$ cat src/rtl/fetch_sequencer.sv
// Fetch front-end: owns the fetch PC, drives a single-outstanding imem request and
// buffers {pc, instr} pairs in a small queue toward dispatch.
module fetch_sequencer #(
    parameter int unsigned     XLEN     = 32,
    parameter int unsigned     QDEPTH   = 4,
    parameter logic [XLEN-1:0] RESET_PC = '0
) (
    input  logic            CLK,
    input  logic            nRST,
    output logic            imem_ren,
    output logic [XLEN-1:0] imem_addr,
    input  logic            imem_ihit,
    input  logic [XLEN-1:0] imemload,
    input  logic [XLEN-1:0] pc_prediction,
    input  logic            pred_taken,
    input  logic            flush,
    input  logic            misprediction,
    input  logic [XLEN-1:0] correct_target,
    input  logic            stall,
    input  logic            dispatch_free,
    output logic            instr_valid,
    output logic [XLEN-1:0] instr,
    output logic [XLEN-1:0] pc
);

    localparam int unsigned PtrW = $clog2(QDEPTH);
    localparam int unsigned CntW = PtrW + 1;

    typedef enum logic {StRun, StSquash} state_e;

    state_e            state_q, state_d;
    logic [XLEN-1:0]   fetch_pc_q, fetch_pc_d;
    logic [XLEN-1:0]   squash_addr_q, squash_addr_d;
    logic              req_active_q, req_active_d;
    logic [CntW-1:0]   count_q, count_d;
    logic [PtrW-1:0]   head_q, head_d;
    logic [PtrW-1:0]   tail_q, tail_d;

    logic [XLEN-1:0]   pc_mem [QDEPTH];
    logic [XLEN-1:0]   instr_mem [QDEPTH];

    logic redirect;
    logic accept;
    logic push;
    logic pop;

    assign redirect = flush | misprediction;

    // Request side; nRST gating keeps ren low while reset is held.
    always_comb begin
        imem_ren  = 1'b0;
        imem_addr = fetch_pc_q;
        if (state_q == StSquash) begin
            imem_ren  = nRST;
            imem_addr = squash_addr_q;
        end else begin
            imem_ren = nRST & (req_active_q | (count_q < CntW'(QDEPTH)));
        end
    end

    assign accept      = imem_ren & imem_ihit;
    assign push        = (state_q == StRun) & accept & ~redirect;
    assign instr_valid = (count_q != '0) & ~redirect;
    assign pop         = instr_valid & dispatch_free & ~stall;
    assign instr       = (count_q != '0) ? instr_mem[head_q] : '0;
    assign pc          = (count_q != '0) ? pc_mem[head_q] : '0;

    always_comb begin
        state_d       = state_q;
        fetch_pc_d    = fetch_pc_q;
        squash_addr_d = squash_addr_q;
        req_active_d  = accept ? 1'b0 : (imem_ren | req_active_q);

        unique case (state_q)
            StRun: begin
                if (redirect) begin
                    // A request still in flight must complete at its original address.
                    if (imem_ren && !imem_ihit) begin
                        squash_addr_d = fetch_pc_q;
                        state_d       = StSquash;
                    end
                    fetch_pc_d = correct_target;
                end else if (push) begin
                    fetch_pc_d = pred_taken ? pc_prediction : fetch_pc_q + XLEN'(4);
                end
            end
            StSquash: begin
                if (redirect) begin
                    fetch_pc_d = correct_target;
                end
                if (accept) begin
                    state_d = StRun;
                end
            end
            default: state_d = StRun;
        endcase
    end

    always_comb begin
        head_d  = head_q;
        tail_d  = tail_q;
        count_d = count_q;
        if (redirect) begin
            head_d  = tail_q;
            count_d = '0;
        end else begin
            if (push) tail_d = tail_q + PtrW'(1);
            if (pop)  head_d = head_q + PtrW'(1);
            count_d = count_q + CntW'(push) - CntW'(pop);
        end
    end

    always_ff @(posedge CLK or negedge nRST) begin
        if (!nRST) begin
            state_q       <= StRun;
            fetch_pc_q    <= RESET_PC;
            squash_addr_q <= '0;
            req_active_q  <= 1'b0;
            count_q       <= '0;
            head_q        <= '0;
            tail_q        <= '0;
        end else begin
            state_q       <= state_d;
            fetch_pc_q    <= fetch_pc_d;
            squash_addr_q <= squash_addr_d;
            req_active_q  <= req_active_d;
            count_q       <= count_d;
            head_q        <= head_d;
            tail_q        <= tail_d;
        end
    end

    always_ff @(posedge CLK) begin
        if (push) begin
            pc_mem[tail_q]    <= fetch_pc_q;
            instr_mem[tail_q] <= imemload;
        end
    end

endmodule

$ cat config.mk
export PLATFORM = sky130hd
export DESIGN_NAME = fetch_sequencer
export DESIGN_NICKNAME = d
export VERILOG_FILES = /design/src/rtl/fetch_sequencer.sv
export SDC_FILE = /design/constraint.sdc
export NUM_CORES = 1
export LEC_CHECK = 0
export ABC_AREA = 0
export CAP_MARGIN = 10
export CORE_ASPECT_RATIO = 0.5
export CORE_MARGIN = 2
export CORE_UTILIZATION = 25
export CTS_BUF_LIST = sky130_fd_sc_hd__clkbuf_2 sky130_fd_sc_hd__clkbuf_4 sky130_fd_sc_hd__clkbuf_8
export CTS_CLUSTER_SIZE = 40
export DETAILED_ROUTE_END_ITERATION = 7
export PLACE_DENSITY_LB_ADDON = 0.25
export SLEW_MARGIN = 20
export SYNTH_ARGS = -nofsm -noshare
export SYNTH_HDL_FRONTEND = slang
export SYNTH_SLANG_ARGS = --single-unit
$ cat constraint.sdc
create_clock -name CLK -period 5.95 [get_ports CLK]
set_input_delay 1.4875 -clock CLK [delete_from_list [all_inputs] [get_ports CLK]]
set_output_delay 1.4875 -clock CLK [all_outputs]
set_load 0.1 [all_outputs]
==> metrics.json <==
{
  "initial_antenna_violation_count": 2,
  "via_count_of_the_first_global_routing_pass": 9119,
  "dr.pass1.iters": 6,
  "timing.critical_path.required_ps": 4460,
  "synth_cell_types": 52,
  "period_needed_ps": 5200,
  "multiInputGateArea_um2": 4320,
  "ranking_of_synthesized_cells_by_area": "sky130_fd_sc_hd__edfxtp_1 54%, sky130_fd_sc_hd__dfrtp_1 13%, sky130_fd_sc_hd__mux4_2 10%",
  "outcome": "complete, no violations",
  "chipHeight_um": 172,
  "seqCellArea_um2": 9520,
  "worstPathMaxFanout": 40,
  "critical_path.endpoint_type": "output port",
  "floorplan.initialDensity_pct": 25.4,
  "multiplexer_share_of_the_synthesized_area_pct": 15.9,
  "post-synth-top-area-fraction_pct": 54.3,
  "tightest_slew_ps": 1110,
  "stdcell_area_um2": 18100,
  "cts.reportedPaths.clkPinSlew_ps": 60,
  "final_worst_path_setup_slack_ps": 745,
  "synth-edff-count": 256,
  "share_seq_of_total_power_pct": 44.9,
  "drt_iter0_drc": 454,
  "die_area_um2": 58600,
  "largest_family_of_logic_cells_by_synthesized_area": "multiplexers",
  "placed_cell_area_um2": 17000,
  "dieWidth_um": 340,
  "tritoncts": "done",
  "synth_xor_area_share_pct": 1.61,
  "synth_ff_type": "sky130_fd_sc_hd__edfxtp_1",
  "grt_start_max_net_pins": 75,
  "fmax_mhz": 192,
  "synth.cell_area_um2": 14200,
  "arrival_time_at_the_worst_endpoint_ps": 3720,
  "postSynthNetCount": 960,
  "globalRoute.totalOverflow": 0,
  "drt-vias-per-instance": 4.48,
  "max-slew-margin-rel_pct": 25.9,
  "cts_resized": 0,
  "place.port_buffers": 201,
  "route.antenna.remaining_nets": 0,
  "fin_crit_sh_pct": 87.5,
  "peakVddDrop_v": 0.000143,
  "synth-seq-cells": 329,
  "yosysWarnings": 0,
  "syn_area_per_cell_um2": 16.7,
  "synth_area_leader_cell": "sky130_fd_sc_hd__edfxtp_1",
  "cell_internal_pwr_w": 0.00443,
  "worst_hold_class": "reg -> reg",
  "cts-root-buf": "sky130_fd_sc_hd__clkbuf_8",
  "synth_compound_area_share_pct": 3.62,
  "dp_hpwl_um": 23800,
  "worst_setup_path_start_kind": "register",
  "post_synthesis_share_of_cell_area_spent_on_and_or_nand_and_nor_gates_pct": 8.50,
  "timing.setup.tns_ps": 0,
  "yosysSeqAreaShare_pct": 67.2,
  "finalHoldViolCount": 0,
  "cts_post_setup_buffers_inserted": 0,
  "setup_violations": 0,
  "setup_skew_ps": 18.7,
  "dr_total_vias": 8355,
  "switching_share_pct": 30.8,
  "fill_cells": 5506,
  "whs_ps": 489,
  "syn2layout_area_growth_pct": 27.9,
  "worst-setup-path-type": "reg -> out",
  "power.net_switching_w": 0.00197,
  "yosys-top-cells-count": "256 x sky130_fd_sc_hd__edfxtp_1, 73 x sky130_fd_sc_hd__dfrtp_1, 64 x sky130_fd_sc_hd__mux4_2, 64 x sky130_fd_sc_hd__nor2b_1, 62 x sky130_fd_sc_hd__mux2_2",
  "drive_gt1_share_pct": 22.9,
  "num-nets-final": 1178,
  "tritoncts.num_buffers": 53,
  "hold_fix_buffer_count_after_cts": 0,
  "grt_util_all_layers_pct": 12.5,
  "htreeDepth": 2,
  "share_of_power_burned_in_combinational_logic_pct": 23.9,
  "clock_power_share_pct": 31.1,
  "cap_viol_max_count": 0,
  "synth_fa_ha_area_share_pct": 0.760,
  "fin_total_pwr_w": 0.00641,
  "core_area_um2": 55700,
  "yosys.cell_count.top_type": "sky130_fd_sc_hd__edfxtp_1",
  "powerDensity_nw_per_um2": 354,
  "insertion_delay_ps": 600,
  "number_of_max_slew_violations_in_the_final_report": 0,
  "io_pins": 202,
  "avgRoutedWirePerCell_um": 19.9,
  "detail_route.drc_violations": 0,
  "async_flop_share_pct": 22.2,
  "placementRows": 61,
  "total_wire_length_um": 37200,
  "grt_first_pass_wirelength_um": 55400,
  "gp_congestion": 0.780,
  "clk_path_buf_depth": 3,
  "dp_worst_setup_slack_ps": 1290,
  "setup_repair_after_global_routing_missed_its_margin": "false",
  "synth_cells": 848,
  "power.leakage_nw": 6.04,
  "numClockSinks": 329
}
==> worst paths after layout <==
kind	startpoint	endpoint	slack, ps	cells after the start
hold reg to reg	squash_addr_q[9]$_DFFE_PN0P_	squash_addr_q[9]$_DFFE_PN0P_	490	1
max in group asynchronous	nRST	head_q[0]$_DFFE_PN0P_	4310	2
setup / recovery	head_q[1]$_DFFE_PN0P_	pc[1]	750	4
hold / removal	squash_addr_q[9]$_DFFE_PN0P_	squash_addr_q[9]$_DFFE_PN0P_	490	1
setup reg to reg	state_q$_DFF_PN0_	count_q[2]$_DFF_PN0_	2480	10
min in group asynchronous	nRST	fetch_pc_q[6]$_DFFE_PN0P_	1050	2
==> flip-flops by register name (all words and copies together), names as in the netlist, named ones only <==
register and count:
head_q 2, instr_mem 128, pc_mem 128, state_q 1, squash_addr_q 32, count_q 3
tail_q 2, fetch_pc_q 32
==> worst max-delay path, stage by stage, from the launching register on <==
cell and delay (ps):
sky130_fd_sc_hd__dfrtp_4 880, sky130_fd_sc_hd__buf_4 540, sky130_fd_sc_hd__mux4_2 290, sky130_fd_sc_hd__nor2b_1 230
sky130_fd_sc_hd__clkdlybuf4s50_1 1180
==> stage by stage <==
step | std cells | util, %
2_1_floorplan | 848 | -
3_3_place_gp | 1764 | 30.4
3_5_place_dp | 1767 | 30.5
4_1_cts | 1863 | 32.5
5_1_grt | 1864 | 32.5
6_report | 1864 | 32.5
==> cell usage in the layout (no fill, tap or decap), drive strengths merged, types with 3 or more instances in the layout <==
| cell | synthesis | final |
|---|---|---|
| edfxtp | 256 | 256 |
| clkdlybuf4s50 | 0 | 198 |
| clkbuf | 28 | 78 |
| dfrtp | 73 | 73 |
| mux2 | 66 | 66 |
| mux4 | 64 | 64 |
| nor2b | 64 | 64 |
| nand2 | 38 | 38 |
| a21oi | 27 | 27 |
| and3 | 25 | 25 |
| buf | 28 | 23 |
| nand3 | 20 | 20 |
| nor2 | 19 | 19 |
| o221ai | 18 | 18 |
| o21ai | 17 | 17 |
| xor2 | 14 | 14 |
| nand4 | 14 | 14 |
| clkinv | 0 | 14 |
| xnor2 | 12 | 12 |
| ha | 7 | 7 |
| nor3 | 7 | 7 |
| inv | 6 | 6 |
| mux2i | 6 | 6 |
| o211ai | 6 | 6 |
| nor4 | 4 | 4 |
| o22ai | 3 | 3 |
| a31oi | 3 | 3 |
| and4 | 3 | 3 |
==> kinds of logic (layout without fill, tap and decap cells) <==
family / count (synthesis) / in the layout
flops: 329 / 329
simple gates: 206 / 206
mux: 136 / 136
compound gates: 79 / 79
buf+inv: 64 / 323
xor+xnor: 26 / 26
fa+ha+maj: 8 / 8
other cells: 0 / 1
==> power by group through the flow <==
| stage | combinational (W) | sequential [W] | clock [W] |
|---|---|---|---|
| 2_1_floorplan | 0.00130 | 0.00274 | 0 |
| 3_3_place_gp | 0.00155 | 0.00292 | 0 |
| 3_5_place_dp | 0.00156 | 0.00293 | 0 |
| 4_1_cts | 0.00157 | 0.00289 | 0.00206 |
| 5_1_grt | 0.00161 | 0.00291 | 0.00215 |
| 6_report | 0.00153 | 0.00288 | 0.00199 |
==> per-layer routing <==
metal | vias to the layer above | part of all wire [%] | global-route usage [%]
li1 | 3761 | - | -
met1 | 4393 | 38 | 14.0
met2 | 134 | 56 | 23.7
met3 | 67 | 2.9 | 2.31
met4 | 0 | 3.2 | 5.06
met5 | - | 0 | 0
==> layout make-up <==
cell class	count	share of cell area (%)
clock inverter	18	0.726
tap	756	5.23
inverter	6	0.124
sequential	329	52.6
timing repair buffer	221	12.2
clock buffer	78	5.24
antenna	1	0.0138
multi-input combinational	455	23.9
No activity file was read; power rests on OpenSTA's default activity.
